[src/rtl/mmio_fabric.sv]
// ============================================================================
// mmio_fabric
//
// Single-master MMIO address decoder and completion tracker. A CPU port is
// decoded combinationally onto N_SLV peripheral windows, a status register,
// a mask register and data memory (the default target). Each slave has a
// small IDLE/BUSY/DONE/ERR tracker. A store to offset 0 of a window starts
// the tracker. A rising slv_done ends it, and a busy timeout flags an error.
// DONE and ERR are cleared by write-1-to-clear on the status register.
//
// Status word: [7:0] done, [15:8] busy, [23:16] timeout error, [31:24] zero.
//
// Optional feature (macro MMIO_FABRIC_IRQ_EN):
//   defined   : 8-bit mask register at STAT_ADDR+4 (read/write), and
//               irq <= |((done | err) & mask), one cycle of latency.
//   undefined : no mask register, irq tied 0, STAT_ADDR+4 reads 0 and
//               ignores writes (it still never decodes to memory).
//
// Ports:
//   clk        in   clock, rising edge
//   rst        in   asynchronous active-low reset
//   we         in   CPU store strobe
//   addr       in   CPU byte address (bits [1:0] ignored)
//   wdata      in   CPU store data
//   rdata      out  CPU load data (combinational)
//   mem_we     out  data-memory write enable (combinational)
//   mem_rdata  in   data-memory read data
//   slv_we     out  per-slave write enable (combinational)
//   slv_rdata  in   slave read data, slave i at [i*DATA_W +: DATA_W]
//   slv_done   in   per-slave done level, synchronous to clk
//   irq        out  interrupt request
// ============================================================================
module mmio_fabric #(
    parameter int          N_SLV     = 4,
    parameter int          DATA_W    = 32,
    parameter logic [31:0] BASE      = 32'h0000_0800,
    parameter int          SLV_AW    = 5,
    parameter logic [31:0] STAT_ADDR = 32'h0000_0F00,
    parameter int          TMO_CYC   = 1024
) (
    input  logic                    clk,
    input  logic                    rst,
    input  logic                    we,
    input  logic [31:0]             addr,
    input  logic [DATA_W-1:0]       wdata,
    output logic [DATA_W-1:0]       rdata,
    output logic                    mem_we,
    input  logic [DATA_W-1:0]       mem_rdata,
    output logic [N_SLV-1:0]        slv_we,
    input  logic [N_SLV*DATA_W-1:0] slv_rdata,
    input  logic [N_SLV-1:0]        slv_done,
    output logic                    irq
);

    localparam int          TW       = (TMO_CYC > 0) ? $clog2(TMO_CYC + 1) : 1;
    localparam logic [31:0] WIN_SZ   = 32'd1 << SLV_AW;
    localparam logic [31:0] WIN_SPAN = 32'(N_SLV) << SLV_AW;
    localparam logic [31:0] STAT_W   = STAT_ADDR & ~32'h3;
    localparam logic [31:0] MASK_W   = STAT_W + 32'd4;

    typedef enum logic [1:0] {
        ST_IDLE = 2'd0,
        ST_BUSY = 2'd1,
        ST_DONE = 2'd2,
        ST_ERR  = 2'd3
    } slv_state_t;

    // ------------------------------------------------------------------
    // Address decode (one target per cycle, windows take priority)
    // ------------------------------------------------------------------
    logic [31:0]      word_addr;
    logic [31:0]      win_off;
    logic             in_win;
    logic             at_off0;
    logic             hit_stat;
    logic             hit_mask;
    logic             hit_mem;
    logic             stat_wr;
    logic [N_SLV-1:0] hit_slv;
    logic [N_SLV-1:0] start;

    assign word_addr = addr & ~32'h3;
    assign win_off   = word_addr - BASE;
    assign in_win    = (word_addr >= BASE) && (win_off < WIN_SPAN);
    assign at_off0   = (win_off & (WIN_SZ - 32'd1)) == 32'd0;
    assign hit_stat  = !in_win && (word_addr == STAT_W);
    assign hit_mask  = !in_win && !hit_stat && (word_addr == MASK_W);
    assign hit_mem   = !(in_win || hit_stat || hit_mask);
    assign stat_wr   = we && hit_stat;
    assign mem_we    = we && hit_mem;

    // ------------------------------------------------------------------
    // Done edge detection
    // ------------------------------------------------------------------
    logic [N_SLV-1:0] done_smp_q;
    logic [N_SLV-1:0] done_rise;

    always_ff @(posedge clk or negedge rst) begin
        if (!rst) begin
            done_smp_q <= '0;
        end else begin
            done_smp_q <= slv_done;
        end
    end

    assign done_rise = slv_done & ~done_smp_q;

    // ------------------------------------------------------------------
    // Per-slave trackers
    // ------------------------------------------------------------------
    logic [N_SLV-1:0] st_busy;
    logic [N_SLV-1:0] st_done;
    logic [N_SLV-1:0] st_err;

    genvar gi;
    generate
        for (gi = 0; gi < N_SLV; gi++) begin : g_slv
            slv_state_t     state_q, state_d;
            logic [TW-1:0]  timer_q, timer_d;
            logic           tmo_hit;

            assign hit_slv[gi] = in_win && ((win_off >> SLV_AW) == 32'(gi));
            assign slv_we[gi]  = we && hit_slv[gi];
            assign start[gi]   = we && hit_slv[gi] && at_off0;

            if (TMO_CYC > 0) begin : g_tmo
                assign tmo_hit = (timer_q == TW'(TMO_CYC - 1));
            end else begin : g_no_tmo
                assign tmo_hit = 1'b0;
            end

            // Priority: start, then done_rise, then timeout.
            always_comb begin
                state_d = state_q;
                timer_d = timer_q;
                if (start[gi]) begin
                    state_d = ST_BUSY;
                    timer_d = '0;
                end else begin
                    case (state_q)
                        ST_BUSY: begin
                            if (done_rise[gi]) begin
                                state_d = ST_DONE;
                            end else if (tmo_hit) begin
                                state_d = ST_ERR;
                            end else begin
                                timer_d = timer_q + TW'(1);
                            end
                        end
                        ST_DONE: begin
                            if (stat_wr && wdata[gi]) begin
                                state_d = ST_IDLE;
                            end
                        end
                        ST_ERR: begin
                            if (stat_wr && wdata[16 + gi]) begin
                                state_d = ST_IDLE;
                            end
                        end
                        default: ;
                    endcase
                end
            end

            always_ff @(posedge clk or negedge rst) begin
                if (!rst) begin
                    state_q <= ST_IDLE;
                    timer_q <= '0;
                end else begin
                    state_q <= state_d;
                    timer_q <= timer_d;
                end
            end

            assign st_busy[gi] = (state_q == ST_BUSY);
            assign st_done[gi] = (state_q == ST_DONE);
            assign st_err[gi]  = (state_q == ST_ERR);
        end
    endgenerate

    // ------------------------------------------------------------------
    // Status word
    // ------------------------------------------------------------------
    logic [7:0]  done_v;
    logic [7:0]  busy_v;
    logic [7:0]  err_v;
    logic [31:0] status_w;

    assign done_v   = 8'(st_done);
    assign busy_v   = 8'(st_busy);
    assign err_v    = 8'(st_err);
    assign status_w = {8'h00, err_v, busy_v, done_v};

    // ------------------------------------------------------------------
    // Optional interrupt mask
    // ------------------------------------------------------------------
    logic [7:0] mask_rd;

`ifdef MMIO_FABRIC_IRQ_EN
    logic [7:0] mask_q, mask_d;
    logic       irq_q, irq_d;

    always_comb begin
        mask_d = mask_q;
        if (we && hit_mask) begin
            mask_d = wdata[7:0];
        end
        irq_d = |((done_v | err_v) & mask_q);
    end

    always_ff @(posedge clk or negedge rst) begin
        if (!rst) begin
            mask_q <= '0;
            irq_q  <= 1'b0;
        end else begin
            mask_q <= mask_d;
            irq_q  <= irq_d;
        end
    end

    assign mask_rd = mask_q;
    assign irq     = irq_q;
`else
    assign mask_rd = 8'h00;
    assign irq     = 1'b0;
`endif

    // ------------------------------------------------------------------
    // Read mux
    // ------------------------------------------------------------------
    always_comb begin
        rdata = mem_rdata;
        if (in_win) begin
            for (int i = 0; i < N_SLV; i++) begin
                if (hit_slv[i]) begin
                    rdata = slv_rdata[i*DATA_W +: DATA_W];
                end
            end
        end else if (hit_stat) begin
            rdata = DATA_W'(status_w);
        end else if (hit_mask) begin
            rdata = DATA_W'({24'h0, mask_rd});
        end
    end

    // Only some store-data bits drive state; fold the rest away.
    logic unused_wdata;
    assign unused_wdata = ^wdata;

endmodule

[config.mk]
export PLATFORM = sky130hd
export DESIGN_NAME = mmio_fabric
export DESIGN_NICKNAME = d
export VERILOG_FILES = /design/src/rtl/mmio_fabric.sv
export SDC_FILE = /design/constraint.sdc
export NUM_CORES = 1
export LEC_CHECK = 0
export CAP_MARGIN = 0
export CELL_PAD_IN_SITES_DETAIL_PLACEMENT = 1
export CELL_PAD_IN_SITES_GLOBAL_PLACEMENT = 1
export CORE_ASPECT_RATIO = 2
export CORE_MARGIN = 2
export CORE_UTILIZATION = 30
export DETAILED_ROUTE_END_ITERATION = 16
export GPL_TIMING_DRIVEN = 0
export HOLD_SLACK_MARGIN = 0.06
export PLACE_DENSITY_LB_ADDON = 0.1
export SETUP_SLACK_MARGIN = 0.15
export SLEW_MARGIN = 10
export SYNTH_ARGS = -nofsm -noshare
export SYNTH_HDL_FRONTEND = slang
export SYNTH_SLANG_ARGS = --single-unit
[constraint.sdc]
create_clock -name clk -period 8.2 [get_ports clk]
set_input_delay 1.23 -clock clk [delete_from_list [all_inputs] [get_ports clk]]
set_output_delay 1.23 -clock clk [all_outputs]
set_load 0.005 [all_outputs]
==> results of run 1 <==
==> state kept, by name (all words and copies together), names as in the netlist <==
name and flops:
g_slv.state_q 8, done_smp_q 4, g_slv.timer_q 44
==> final timing paths <==
path / startpoint / endpoint / depth (start not counted)
max: addr[12] / rdata[6] / 13
min: g_slv[0].timer_q[10] / g_slv[0].timer_q[10] / 2
max reg2reg: g_slv[1].timer_q[4] / g_slv[1].timer_q[8] / 7
max in group asynchronous: rst / g_slv[1].timer_q[7] / 2
min reg2reg: g_slv[0].timer_q[10] / g_slv[0].timer_q[10] / 2
min in group asynchronous: rst / g_slv[3].timer_q[9] / 1
==> layout make-up <==
class                           count  area, um2
Multi-Input combinational cell    511       3330
Fill cell                        2012       8430
Timing Repair Buffer              241       2410
Clock buffer                        7        143
Tap cell                          204        255
Inverter                           10       37.5
Buffer                             50        239
Antenna cell                        6       15.0
Clock inverter                      1       7.51
Sequential cell                    56       1400
==> stage by stage <==
| step | hold slack [ns] | cell area (um2) | util [%] |
|---|---|---|---|
| global route | 0.570 | 7840 | 48.2 |
| detailed placement | 0.512 | 7670 | 47.2 |
| CTS | 0.524 | 7820 | 48.1 |
| finish | 0.522 | 7840 | 48.2 |
| floorplan | 0.482 | 5000 | - |
| global placement | 0.499 | 7640 | 47.0 |
==> kinds of logic after synthesis <==
kind of cell             Yosys count
AND/OR/NAND/NOR                  243
AO/OA/AOI/OAI                    219
buffers and inverters             60
flip-flops                        56
XOR/XNOR                          36
adder cells (fa/ha/maj)            6
multiplexers                       6
other                              1
==> synthesized netlist by cell type (3+ instances only) <==
library cell	n
clkbuf_1	37
a31oi_1	3
nor3_1	15
ha_1	6
nor2_1	67
o41ai_1	12
nand4_1	15
o21ai_1	30
nor4b_1	4
xor2_1	21
inv_1	10
a21o_1	3
a21oi_1	40
dfrtp_1	56
buf_2	5
o221ai_1	31
or3_1	10
and3_1	7
and4_1	5
nand2b_1	5
nand3_1	28
nor2b_1	5
nand2_1	28
a221oi_1	32
nor4_1	27
or2_2	5
and2_1	3
a22oi_1	32
nand3b_1	5
a211o_1	3
nor3b_1	3
mux2i_1	4
buf_6	5
o21ai_0	15
xnor2_1	15
==> metal layers <==
layer,routed length (um),GRT usage (%),up-vias
met5,0,0,-
met4,1410,15.3,0
met3,1410,4.32,78
met2,13800,51.9,269
met1,9180,29.0,3197
li1,-,-,2976
==> power by group <==
part | total [mW] | switching, mW | internal [mW]
Clock | 0.217 | 0.0952 | 0.122
Sequential | 0.281 | 0.00245 | 0.279
Combinational | 0.182 | 0.0634 | 0.118
Total | 0.680 | 0.161 | 0.519
==> worst min-delay path, stage by stage (launching register included) <==
cell	delay, ns
dfrtp_1	0.37
o21ai_0	0.07
nor2_1	0.04
==> run metrics, run 1 <==
most frequent cells in the layout clkdlybuf4s50_1 (238), nor2_1 (67), dfrtp_1 (56); Post-DRT Antenna Nets 0; Crit path max-delay family buffers and inverters; largest net degree at the start of global routing 34; Via Count 6520; Async SR Flop Fraction 100%; worst setup path category in -> out; Area Overhead vs Synth 56.9%; fin. max-slew vios 0; Leakage 2.78 nW; CTS max path bufs 2; sequential-to-total area share from yosys stat 28.0%; Inst Count DP 1072; Setup TNS Final 0 ns; Die X 95.3 um; CP Max Fanout 10; CTS tree yes; Overflow after GRT 0; r2r setup slk 5.79 ns; Root Driver clkbuf_16; Placer Congestion 0.858; WP buf/inv 5; Core Region 16300 um2; Mapped Area 5000 um2; area leader, netlist dfrtp_1; syn nets 864; Post-synth EDFFs 0; Post-Synthesis Cells 627; Synth Area in Adders 1.50%; Distinct cells, synth 64; WL per Instance 23.7 um; GRT Total Usage 28.1%; hold_buf cts 0; die area 17800 um2; Area contributors post-synth dfrtp_1 (28%), a221oi_1 (5.6%), o221ai_1 (5.4%); HP Class reg -> reg; CTS sink cnt 56; vias in the first global route 7104; Power Density 86.7 nW/um2; drt pass-1 iters 5; TritonCTS buffer count 5; FF+latch count, synth 56; Max-slew headroom 27.3%; fraction of layout cells with a size suffix above 1 4.22%; H-tree levels 2; drt via density 6.00; fin crit share 89.3%; Synth Warn # 0; first-pass GRT wire length 38.7 mm; Synth top area share 28.0%; largest family of logic cells by synthesized area compound AO/OA/AOI/OAI gates; drt drc 0; min Tclk post-route 7.32 ns; Post-Synth XOR/XNOR Area 6.31%; initial core utilization 30.7%; Net count, final 1112; status finished clean; final total power 680 uW; Slew @ Worst Pin 1.09 ns; Rows 66; Slowest cell on crit path o2111ai_1; worst ir drop on vdd 0.190 mV; complex-gate fraction of the synthesized area 31.3%; DRT Wirelength 25.8 mm; simple logic cell fraction of the synthesized area 26.0%; Non-Filler Instances 1086; Clk Latency, worst-skew pair 0.29 ns; post-synthesis mux area share 1.25%; syn avg cell area 7.97 um2; endpoint class of the critical path output port; Ports 269; initial antenna violation count 5; Die H 187 um; ys flop type dfrtp_1; Worst Setup Start Kind input pin; drt initial violations 289; max-cap viol count 0; commonest non-fill, non-tap cell in the layout clkdlybuf4s50_1; Crit path required time 6.97 ns; PnR worst setup slack 0.878 ns; CP Data Arrival Time 6.09 ns; slowest stage delay, CP 0.72 ns; Max Fclk 137 MHz; cts repair resizes 0; Worst-path clk slew 0.07 ns; Final Hold Fails 0; Final Setup Violations 0; Post-CTS Setup Inserts 0; Post-Place Worst Slack 1.00 ns; skew final 0.00826 ns; detailed placer's ending HPWL 20.9 mm; CP Cell Sequence clkdlybuf4s50_1 > inv_1 > ha_1 > nor4b_1 > nand4_1 > mux2_2 > o2111ai_1 > or3_1 > clkbuf_1 > clkbuf_1 > a221oi_1 > o21ai_1 > clkdlybuf4s50_1; I/O Buffers 239; RSZ-0062 raised after global routing false
(Power assumes the default switching activity.)
==> run 2, diff against run 1 <==
- CTS_CLUSTER_DIAMETER: unset -> 200
- clock period: 8.2 -> 9 ns (I/O delays scaled with it)
==> results of run 2 <==
The final DEF is identical to that of run 1. Status: finished clean.
Main changes from that run: setup slack after placement 1.00 ns -> 1.56 ns; setup slack after layout 0.878 ns -> 1.44 ns; register-to-register setup slack 5.79 ns -> 6.59 ns; total power 0.680 mW -> 0.620 mW; worst IR drop on VDD 0.190 mV -> 0.173 mV
